==> src/rtl/instr_fetch.sv <==
// Instruction fetch: single-outstanding memory read, small instruction FIFO, valid/ready output.
// Define FETCH_STATS_EN to add saturating fetch/stall counters (o_fetch_cnt, o_stall_cnt).
module instr_fetch #(
    parameter int ADDR_W = 32,
    parameter int DATA_W = 32,
    parameter int DEPTH  = 2
) (
    input  logic              i_clk,
    input  logic              i_rst,
    input  logic [ADDR_W-1:0] i_pc_in,
    input  logic              i_pc_valid,
    output logic              o_pc_take,
    input  logic              i_flush,
    output logic              o_mem_req,
    output logic [ADDR_W-1:0] o_mem_addr,
    input  logic              i_mem_ack,
    input  logic [DATA_W-1:0] i_mem_rdata,
    output logic [DATA_W-1:0] o_ins_out,
    output logic [ADDR_W-1:0] o_ins_pc,
    output logic              o_ins_valid,
    input  logic              i_ins_ready,
`ifdef FETCH_STATS_EN
    output logic [15:0]       o_fetch_cnt,
    output logic [15:0]       o_stall_cnt,
`endif
    output logic [2:0]        o_out_state
);

    localparam int PW = (DEPTH > 1) ? $clog2(DEPTH) : 1;
    localparam logic [PW:0] FULL = (PW+1)'(DEPTH);

    localparam logic [1:0] S_IDLE = 2'd0;
    localparam logic [1:0] S_REQ  = 2'd1;
    localparam logic [1:0] S_DROP = 2'd2;

    logic [1:0]        r_state;
    logic [PW-1:0]     r_wptr, r_rptr;
    logic [PW:0]       r_count;
    logic [DATA_W-1:0] r_data [DEPTH];
    logic [ADDR_W-1:0] r_pc   [DEPTH];

    logic w_push, w_pop;

    // Only one read in flight, so checking space at issue guarantees the push fits.
    assign o_pc_take   = i_rst & (r_state == S_IDLE) & i_pc_valid & (r_count < FULL) & ~i_flush;
    assign w_push      = (r_state == S_REQ) & i_mem_ack & ~i_flush;
    assign o_ins_valid = (r_count != '0);
    assign w_pop       = o_ins_valid & i_ins_ready & ~i_flush;

    assign o_ins_out   = o_ins_valid ? r_data[r_rptr] : '0;
    assign o_ins_pc    = o_ins_valid ? r_pc[r_rptr]   : '0;
    assign o_out_state = o_ins_out[2:0];

    always_ff @(posedge i_clk or negedge i_rst) begin
        if (!i_rst) begin
            r_state    <= S_IDLE;
            o_mem_req  <= 1'b0;
            o_mem_addr <= '0;
        end else begin
            case (r_state)
                S_IDLE: if (o_pc_take) begin
                    o_mem_req  <= 1'b1;
                    o_mem_addr <= i_pc_in;
                    r_state    <= S_REQ;
                end
                // A flush never withdraws the request; the late data is simply dropped.
                S_REQ: if (i_mem_ack) begin
                    o_mem_req <= 1'b0;
                    r_state   <= S_IDLE;
                end else if (i_flush) begin
                    r_state <= S_DROP;
                end
                S_DROP: if (i_mem_ack) begin
                    o_mem_req <= 1'b0;
                    r_state   <= S_IDLE;
                end
                default: begin
                    o_mem_req <= 1'b0;
                    r_state   <= S_IDLE;
                end
            endcase
        end
    end

    always_ff @(posedge i_clk or negedge i_rst) begin
        if (!i_rst) begin
            r_wptr  <= '0;
            r_rptr  <= '0;
            r_count <= '0;
        end else if (i_flush) begin
            r_wptr  <= '0;
            r_rptr  <= '0;
            r_count <= '0;
        end else begin
            if (w_push) r_wptr <= r_wptr + 1'b1;
            if (w_pop)  r_rptr <= r_rptr + 1'b1;
            case ({w_push, w_pop})
                2'b10:   r_count <= r_count + 1'b1;
                2'b01:   r_count <= r_count - 1'b1;
                default: r_count <= r_count;
            endcase
        end
    end

    always_ff @(posedge i_clk) begin
        if (w_push) begin
            r_data[r_wptr] <= i_mem_rdata;
            r_pc[r_wptr]   <= o_mem_addr;
        end
    end

`ifdef FETCH_STATS_EN
    always_ff @(posedge i_clk or negedge i_rst) begin
        if (!i_rst) begin
            o_fetch_cnt <= '0;
            o_stall_cnt <= '0;
        end else begin
            if (w_push && o_fetch_cnt != 16'hFFFF)
                o_fetch_cnt <= o_fetch_cnt + 16'd1;
            if (i_ins_ready && !o_ins_valid && o_stall_cnt != 16'hFFFF)
                o_stall_cnt <= o_stall_cnt + 16'd1;
        end
    end
`endif

endmodule

==> config.mk <==
export PLATFORM = sky130hd
export DESIGN_NAME = instr_fetch
export DESIGN_NICKNAME = d
export VERILOG_FILES = /design/src/rtl/instr_fetch.sv
export SDC_FILE = /design/constraint.sdc
export NUM_CORES = 1
export LEC_CHECK = 0
export CORE_MARGIN = 2
export CORE_UTILIZATION = 25
export DETAILED_ROUTE_END_ITERATION = 8
export GPL_TIMING_DRIVEN = 0
export HOLD_SLACK_MARGIN = 0.06
export PLACE_DENSITY_LB_ADDON = 0.12
export SETUP_SLACK_MARGIN = 0.3
export SYNTH_ARGS = -nofsm -noshare
export SYNTH_HDL_FRONTEND = slang
export SYNTH_SLANG_ARGS = --single-unit
==> constraint.sdc <==
create_clock -name i_clk -period 4.6 [get_ports i_clk]
set_input_delay 0.92 -clock i_clk [delete_from_list [all_inputs] [get_ports i_clk]]
set_output_delay 0.92 -clock i_clk [all_outputs]
set_load 0.01 [all_outputs]
==> results.md, run 1 <==
- Status: finished, final reports clean
- Syn Area/Cell: between 15 and 20 um^2
- Fin nets: 658
- First-pass GRT wire length: 22,500 um
- Core Util, Final: 36.5%
- Crit start category: input port
- Main combinational cell family by area after synthesis: multiplexers
- Adder-cell area share of the yosys netlist: 0.580%
- Synth Instances: ~390
- Final setup violation count: 0
- Simple-Gate Fraction of Synth Area: 5.47%
- Post-Syn Area: about 0.0065 mm^2
- Clock-pin slew on the worst setup and hold paths: 70 ps
- Leakage: 3.16 nW
- R2R Path Start: r_state[1]$_DFFE_PN0P_
- CTS tree: yes
- VDD IR-drop max: 0.000240 V
- Element type at the critical path end: output port
- First-pass DRT Iterations: 4
- Req. time, crit path: roughly 3700 ps
- CTS resizes: 0
- Chip width: 165 um
- Layout area overhead: 43.0%
- Worst-Margin Slew: roughly 910 ps
- Cts bufs inserted: 17
- Initial core utilization: between 20% and 30%
- Tot GR Track Use: 11.1%
- Most frequent cells in the layout: 170 x clkdlybuf4s50_1, 128 x edfxtp_1, 69 x nor2_1, 65 x mux2i_1, 39 x dfrtp_1
- Skew final: between 10 and 15 ps
- Die Y: roughly 160 um
- Clk Tree Root Cell: clkbuf_16
- Max Clk Rate: between 200 and 300 MHz
- Hold Buf Count CTS: 0
- Worst skew pair latency: 420 ps
- Post-route ant nets: 0
- Pin count of the biggest net entering global routing: 43
- WS Path Type: input port to output port
- Die area: 0.0272 mm^2
- Worst-path fanout max: 10
- Slew Limit Fails: 0
- DP Wirelength: 9970 um
- Port Buffer Count: between 150 and 200
- Syn. warnings: 0
- Critical Path AT: roughly 2900 ps
- DR vias: 3,790
- Placed cell area: about 0.0087 mm^2
- Clock period minus worst slack: 3780 ps
- Total setup buffers inserted after CTS: 0
- Initial antenna violation count: 0
- DRC viols: 0
- Post-Syn Nets: 464
- Post-synthesis mux area share: 15.7%
- Num rows: 58
- Commonest non-fill, non-tap cell in the layout: clkdlybuf4s50_1
- Register area share after synthesis: 74.5%
- Rel. slew slack: between 30% and 40%
- Final Cycle Share: between 80% and 90%
- Io pins: 172
- Vias in the first global route: approximately 4.0k
- Share of layout cells above drive strength 1: between 10% and 20%
- Distinct cells, synth: 32
- # Max-Cap Violations: 0
- Power per cell area: 497 mW/mm^2
- Xor-xnor portion of the synthesized cell area: less than 1%
- CORE AREA: between 0.02 and 0.03 mm^2
- GRT Residual Overflow: 0
- Vias per inst: roughly 4
- Post-Route WL: 14,800 um
- Avg WL per Cell: approximately 16 um
- GP Congestion: 0.671
- FF-to-FF setup slack: 2200 ps
- Diode count: 0
- Sink Count: 167
- #FFs+latches synth: between 150 and 200
- R2R Path End: r_data[0][31]$_DFFE_PP_
- Hold Fails Final Rpt: 0
- H-Tree Depth: 4
- Post-synthesis compound-gate area fraction: 1.12%
- Hold Crit Class: input port to asynchronous set/reset pin
- Clock Path Buffers: 2
- RSZ-0062 raised after global routing: false
- Worst reg2reg path depth: 6
- Final instance area: just over 0.009 mm^2
- First DRT Iteration DRCs: 139
## sequential cells by signal, indices dropped and copies added (netlist names)
name	count
r_data	64
r_pc	64
o_mem_addr	32
r_count	2
r_state	2
o_mem_req	1
r_rptr	1
r_wptr	1
## cells in the mapped netlist
master	number	area share (%)
a211o_1	1	0.14
a211oi_1	1	0.12
a21oi_1	3	0.23
and2b_2	1	0.14
and3_1	1	0.097
and3b_1	1	0.14
and4bb_2	1	0.19
buf_1	2	0.12
buf_2	7	0.54
buf_4	3	0.35
clkbuf_1	5	0.29
clkbuf_8	3	0.64
dfrtp_1	39	15
edfxtp_1	128	59
ha_1	3	0.58
inv_1	6	0.35
mux2_2	30	5.2
mux2_4	2	0.46
mux2i_1	65	10
nand2_1	4	0.23
nand2_4	1	0.17
nand2b_1	1	0.097
nand3_1	1	0.077
nor2_1	70	4.1
nor2b_1	1	0.097
nor3_1	1	0.077
nor4_1	1	0.097
o21a_1	1	0.12
o21ai_0	4	0.31
o22ai_1	1	0.097
o31ai_1	1	0.12
xor2_1	2	0.27
## report_power, final
part,leakage [nW],switching [mW],internal (mW)
Clock,0.254,0.602,0.750
Combinational,1.27,0.481,0.642
Sequential,1.63,0.170,1.95
Total,3.16,1.25,3.34
## final cells by class
class / count / area, um^2
Timing Repair Buffer: 175 / 1800
Buffer: 20 / 125
Fill cell: 2437 / 16100
Sequential cell: 167 / 4820
Inverter: 6 / 22.5
Clock buffer: 19 / 433
Tap cell: 330 / 413
Multi-Input combinational cell: 198 / 1510
Clock inverter: 13 / 120
## kinds of logic (layout without fill, tap and decap cells)
| kind of cell | Yosys count | count (layout) |
|---|---|---|
| mux | 97 | 97 |
| fa+ha+maj | 3 | 3 |
| flops | 167 | 167 |
| buf+inv | 26 | 233 |
| xor+xnor | 2 | 2 |
| compound gates | 12 | 12 |
| simple gates | 84 | 84 |
## how the worst max path moves through the flow
stage	start	end	slack, ps
after floorplan	i_flush	r_data[0][0]$_DFFE_PP_	1300
after global placement	i_rst	o_pc_take	-780
after detailed placement	i_flush	o_pc_take	830
after CTS	i_flush	o_pc_take	810
after global routing	r_count[1]$_DFFE_PN0P_	o_ins_pc[4]	700
final	i_flush	o_pc_take	820
## worst max-delay path, cell delays in order
cell,delay [ps]
clkdlybuf4s50_1,540
and4bb_2,440
nand2_4,130
clkbuf_8,220
inv_1,60
clkdlybuf4s50_1,520
## per-stage QoR
stage | TNS, ps | cells | setup slack (ps) | hold slack [ps] | power (mW)
2_1_floorplan | 0 | 391 | 1300 | 508 | 2.63
3_3_place_gp | -63660 | 892 | -779 | 470 | 3.26
3_5_place_dp | 0 | 896 | 828 | 481 | 3.30
4_1_cts | 0 | 928 | 812 | 391 | 4.68
5_1_grt | 0 | 928 | 702 | 406 | 4.84
6_report | 0 | 928 | 823 | 404 | 4.59
## layer usage
metal,vias to the layer above,wire [um],track usage [%],share of wire [%]
met1,1851,6730,14.1,45
li1,1819,-,-,-
met5,-,0,0,0
met2,112,6910,17.8,47
met3,8,1070,4.22,7.2
met4,0,109,3.20,0.74
No activity file was read; power rests on OpenSTA's default activity.
==> inputs of run 2 (changes only) <==
==> constraint.sdc (replaced) <==
create_clock -name i_clk -period 3.1 [get_ports i_clk]
set_input_delay 0.62 -clock i_clk [delete_from_list [all_inputs] [get_ports i_clk]]
set_output_delay 0.62 -clock i_clk [all_outputs]
set_load 0.01 [all_outputs]
==> results.md, run 2 (same netlist as run 1, synthesis figures left out) <==
- Worst skew pair latency: 420 ps
- Status: finished, final reports clean
- Crit start category: register
- Setup_tns: 0 ps
- Layout area overhead: 44.9%
- DR vias: 3,837
- GP Congestion: around 0.66
- H-Tree Depth: 4
- Clock-pin slew on the worst setup and hold paths: 70 ps
- Post-route ant nets: 0
- Worst-path fanout max: 10
- Vias per inst: 4.12
- Skew final: 10.9 ps
- Share of layout cells above drive strength 1: between 10% and 20%
- Chip width: 165 um
- Max Clk Rate: 378 MHz
- Vias in the first global route: 4,090
- Worst-Margin Slew: 769 ps
- Die area: 0.0272 mm^2
- Final Cycle Share: 85.3%
- Hold Crit Class: input port to asynchronous set/reset pin
- Req. time, crit path: 2480 ps
- Clock period minus worst slack: 2640 ps
- DRC viols: 0
- Pin count of the biggest net entering global routing: 44
- Slew Limit Fails: 0
- Worst reg2reg path depth: 6
- Die Y: 165 um
- Fin nets: approximately 660
- Post-Route WL: 15,300 um
- Avg WL per Cell: between 15 and 20 um
- Sink Count: 167
- Clk Tree Root Cell: clkbuf_16
- Initial antenna violation count: 0
- Leakage: approximately 3.2 nW
- Num rows: 58
- DP Wirelength: between 9000 and 10,000 um
- VDD IR-drop max: 0.000326 V
- Core Util, Final: between 30% and 40%
- Tot GR Track Use: between 10% and 20%
- Port Buffer Count: 171
- Power per cell area: 732 mW/mm^2
- Diode count: 0
- Commonest non-fill, non-tap cell in the layout: clkdlybuf4s50_1
- Most frequent cells in the layout: 168 x clkdlybuf4s50_1, 128 x edfxtp_1, 68 x nor2_1, 65 x mux2i_1, 38 x dfrtp_1
- RSZ-0062 raised after global routing: false
- Element type at the critical path end: output port
- First-pass DRT Iterations: 4
- First-pass GRT wire length: 23,200 um
- GRT Residual Overflow: 0
- Largest regs: r_data: 64 flops, r_pc: 64 flops, o_mem_addr: 32 flops
- Hold Fails Final Rpt: 0
- First DRT Iteration DRCs: 138
- CTS tree: yes
- CORE AREA: 0.0253 mm^2
- WS Path Type: register to output port
- FILL cells: ~2.4k
- # Max-Cap Violations: 0
- Cts bufs inserted: 17
- Rel. slew slack: 48.6%
- Io pins: 172
- Clock Path Buffers: 2
- Final setup violation count: 0
- Area of the multi-input gates: approximately 0.0015 mm^2
- Seq. cell area: 0.00482 mm^2
- Critical Path AT: between 2000 and 2500 ps
- Initial core utilization: 25.5%
-- run 2: cell count changes in the layout (fill, tap and decap cells not counted), moves of 5 or more --
cell        delta
clkinvlp_4     -5
clkinv_4       +5
buf_4          +9
buf_2          -7
clkbuf_1       -5
-- run 2: path summary, 6_finish.rpt --
kind                                           start                    endpoint  slack, ps
min in group i_clk         o_mem_addr[1]$_DFFE_PN0P_        r_pc[0][1]$_DFFE_PP_        500
setup / recovery                  r_rptr$_DFFE_PN0P_                o_ins_pc[12]        460
hold / removal                                 i_rst  o_mem_addr[25]$_DFFE_PN0P_        120
hold reg to reg            o_mem_addr[1]$_DFFE_PN0P_        r_pc[0][1]$_DFFE_PP_        500
max in group asynchronous                      i_rst   o_mem_addr[4]$_DFFE_PN0P_       1870
setup reg to reg              r_state[1]$_DFFE_PN0P_       r_pc[0][17]$_DFFE_PP_        820
-- run 2: through the flow --
step / setup slack, ps / cell area (um^2) / power, mW / hold WS [ps] / cells
CTS: 312 / 9360 / 6.98 / 113 / 932
finish: 456 / 9370 / 6.86 / 119 / 932
detailed placement: -106 / 8690 / 4.89 / 484 / 896
floorplan: 802 / 6480 / 3.90 / 324 / 391
global placement: -1680 / 8600 / 4.83 / 470 / 892
global route: 300 / 9370 / 7.24 / 105 / 932
-- run 2: critical path, cell delays in order (launching register included) --
cell and delay, ps:
dfrtp_1 350, buf_4 220, buf_4 270, mux2i_1 100, nor2_1 110, clkdlybuf4s50_1 560
-- run 2: per-layer routing --
| metal | share of wire [%] | routed length, um | global-route usage (%) |
|---|---|---|---|
| met1 | 47 | 7150 | 15.4 |
| met2 | 46 | 7060 | 18.4 |
| met3 | 6.3 | 962 | 3.52 |
| met4 | 0.84 | 128 | 2.89 |
| met5 | 0 | 0 | 0 |
-- run 2: final cells by class --
class                      count  share of cell area, %
sequential                   167                   51.4
clock buffer                  19                   4.62
clock inverter                13                   1.24
tap                          330                   4.40
multi-input combinational    198                   16.3
inverter                       6                  0.240
buffer                        20                   2.02
timing repair buffer         179                   19.8
-- run 2: report_power, final --
group | internal [mW] | leakage, nW | switching (mW)
clock | 1.06 | 0.270 | 0.950
sequential | 2.89 | 1.63 | 0.254
combinational | 0.984 | 1.34 | 0.727
-- run 2: what timing repair did --
action,4_1_cts,5_1_grt
hold buffers,1,0
gates resized for setup,24,9
setup endpoints to repair,60,60
setup buffers,2,0
pin swaps,1,0
gates cloned,1,0
endpoints found under the hold margin,13,0
==> inputs of run 3 (changes only) <==
--- a/config.mk
+++ b/config.mk
@@ -12,6 +12,7 @@
 export HOLD_SLACK_MARGIN = 0.06
 export PLACE_DENSITY_LB_ADDON = 0.12
 export SETUP_SLACK_MARGIN = 0.3
+export SLEW_MARGIN = 40
 export SYNTH_ARGS = -nofsm -noshare
 export SYNTH_HDL_FRONTEND = slang
 export SYNTH_SLANG_ARGS = --single-unit
==> results.md, run 3 (same netlist as run 1, synthesis figures left out) <==
- Clock period minus worst slack: 2650 ps
- Req. time, crit path: 2480 ps
- Max Clk Rate: 378 MHz
- Clk Tree Root Cell: clkbuf_16
- Hold Crit Class: input port to asynchronous set/reset pin
- Post-route ant nets: 0
- Largest regs: r_data: 64 flops, r_pc: 64 flops, o_mem_addr: 32 flops
- WS Path Type: register to output port
- Worst hold margin: 111 ps
- Element type at the critical path end: output port
- Worst-path fanout max: 10
- Fin nets: 666
- DR vias: 3,893
- RSZ-0062 raised after global routing: true
- FILL cells: approximately 2.4k
- Io pins: roughly 170
- Initial antenna violation count: 0
- Post-Route WL: 15,400 um
- Num rows: 58
- Final WS setup: 453 ps
- DRC viols: 0
- Layout area overhead: 46.2%
- CTS tree: yes
- Cts bufs inserted: 17
- First-pass DRT Iterations: 4
- Chip width: ~160 um
- Power per cell area: approximately 730 mW/mm^2
- Port Buffer Count: roughly 170
- Skew final: about 9.4 ps
- Vias in the first global route: 3,970
- Crit start category: register
- GP Congestion: 0.658
- Vias per inst: ~4.2
- Rel. slew slack: 55.2%
- Hold Fails Final Rpt: 0
- Worst skew pair latency: 420 ps
- H-Tree Depth: 4
- Sink Count: 167
- Worst-Margin Slew: 669 ps
- # Max-Cap Violations: 0
- Pin count of the biggest net entering global routing: 23
- Share of layout cells above drive strength 1: 16.7%
- Tot GR Track Use: 11.5%
- VDD IR-drop max: 0.000355 V
- Clock-pin slew on the worst setup and hold paths: 70 ps
- Clock Path Buffers: 2
- Final setup violation count: 0
- Status: finished, final reports clean
- Final Cycle Share: 85.4%
- Die Y: 165 um
- Avg WL per Cell: approximately 16 um
- First DRT Iteration DRCs: 122
- CORE AREA: 0.0253 mm^2
- Die area: 0.0272 mm^2
- Leakage: 3.27 nW
- Diode count: 0
- Commonest non-fill, non-tap cell in the layout: clkdlybuf4s50_1
- Initial core utilization: 25.5%
- Most frequent cells in the layout: 168 x clkdlybuf4s50_1, 128 x edfxtp_1, 68 x nor2_1, 65 x mux2i_1, 38 x dfrtp_1
- GRT Residual Overflow: 0
- Dpl ws: -111 ps
- DP Wirelength: 10,200 um
- First-pass GRT wire length: roughly 23,000 um
- Critical Path AT: around 2000 ps
- Slew Limit Fails: 0
-- run 3: cell types whose count changed in the layout (fill, tap and decap cells not counted), moves of 2 or more --
cell        before  now
buf_8            0    3
clkinv_4         6    3
clkinvlp_4       0    2
inv_6            3    5
-- run 3: what timing repair did --
item / in CTS / in global routing
pin swaps: 1 / 0
endpoints found under the setup margin: 60 / 60
resized for setup: 25 / 5
hold buffers: 1 / 0
setup buffers: 2 / 0
cloned: 1 / 0
endpoints found under the hold margin: 13 / 0
-- run 3: area by class of cell --
class	instances	area, um^2	share of cell area (%)
inverters	6	22.5	0.238
plain buffers	20	184	1.95
repair buffers	183	1930	20.4
clock inverters	13	113	1.19
flip-flops and latches	167	4820	51.0
well taps	330	413	4.37
clock buffers	19	443	4.69
multi-input cells	198	1530	16.2
-- run 3: worst max-delay path: stages, from the launching register on --
cell             delay [ps]
dfrtp_1                 340
buf_4                   220
buf_4                   260
mux2i_1                 110
nor2_1                  120
clkdlybuf4s50_1         560
-- run 3: final timing paths --
| kind | from | end | slack (ps) | depth (start not counted) |
|---|---|---|---|---|
| setup / recovery | r_rptr$_DFFE_PN0P_ | o_ins_out[14] | 450 | 5 |
| hold / removal | i_rst | o_mem_addr[19]$_DFFE_PN0P_ | 110 | 2 |
| setup reg to reg | r_state[1]$_DFFE_PN0P_ | r_pc[1][14]$_DFFE_PP_ | 910 | 6 |
| hold reg to reg | o_mem_addr[0]$_DFFE_PN0P_ | r_pc[1][0]$_DFFE_PP_ | 490 | 0 |
| max in group asynchronous | i_rst | o_mem_addr[4]$_DFFE_PN0P_ | 1880 | 2 |
| min in group i_clk | o_mem_addr[0]$_DFFE_PN0P_ | r_pc[1][0]$_DFFE_PP_ | 490 | 0 |
-- run 3: power by group --
| group | leakage, nW | total (mW) | switching [mW] | internal [mW] |
|---|---|---|---|---|
| Sequential | 1.63 | 3.15 | 0.260 | 2.89 |
| Combinational | 1.37 | 1.74 | 0.731 | 1.01 |
| Clock | 0.269 | 2.02 | 0.950 | 1.07 |
-- run 3: per-layer routing --
layer	global-route usage (%)	part of all wire, %	vias up
li1	-	-	1828
met1	15.2	46	1919
met2	18.0	47	134
met3	3.47	6.1	12
met4	3.72	1.2	0
met5	0	0	-
-- run 3: metrics by stage --
stage          instances  setup TNS (ps)  utilization (%)  total power, mW  area, um^2
6_report             936               0             37.3             6.91        9450
5_1_grt              936               0             37.3             7.26        9450
4_1_cts              936               0             37.3             7.03        9440
3_5_place_dp         900            -111             34.6             4.92        8760
3_3_place_gp         892          -87110             34.0             4.83        8600
2_1_floorplan        391               0                -             3.90        6480
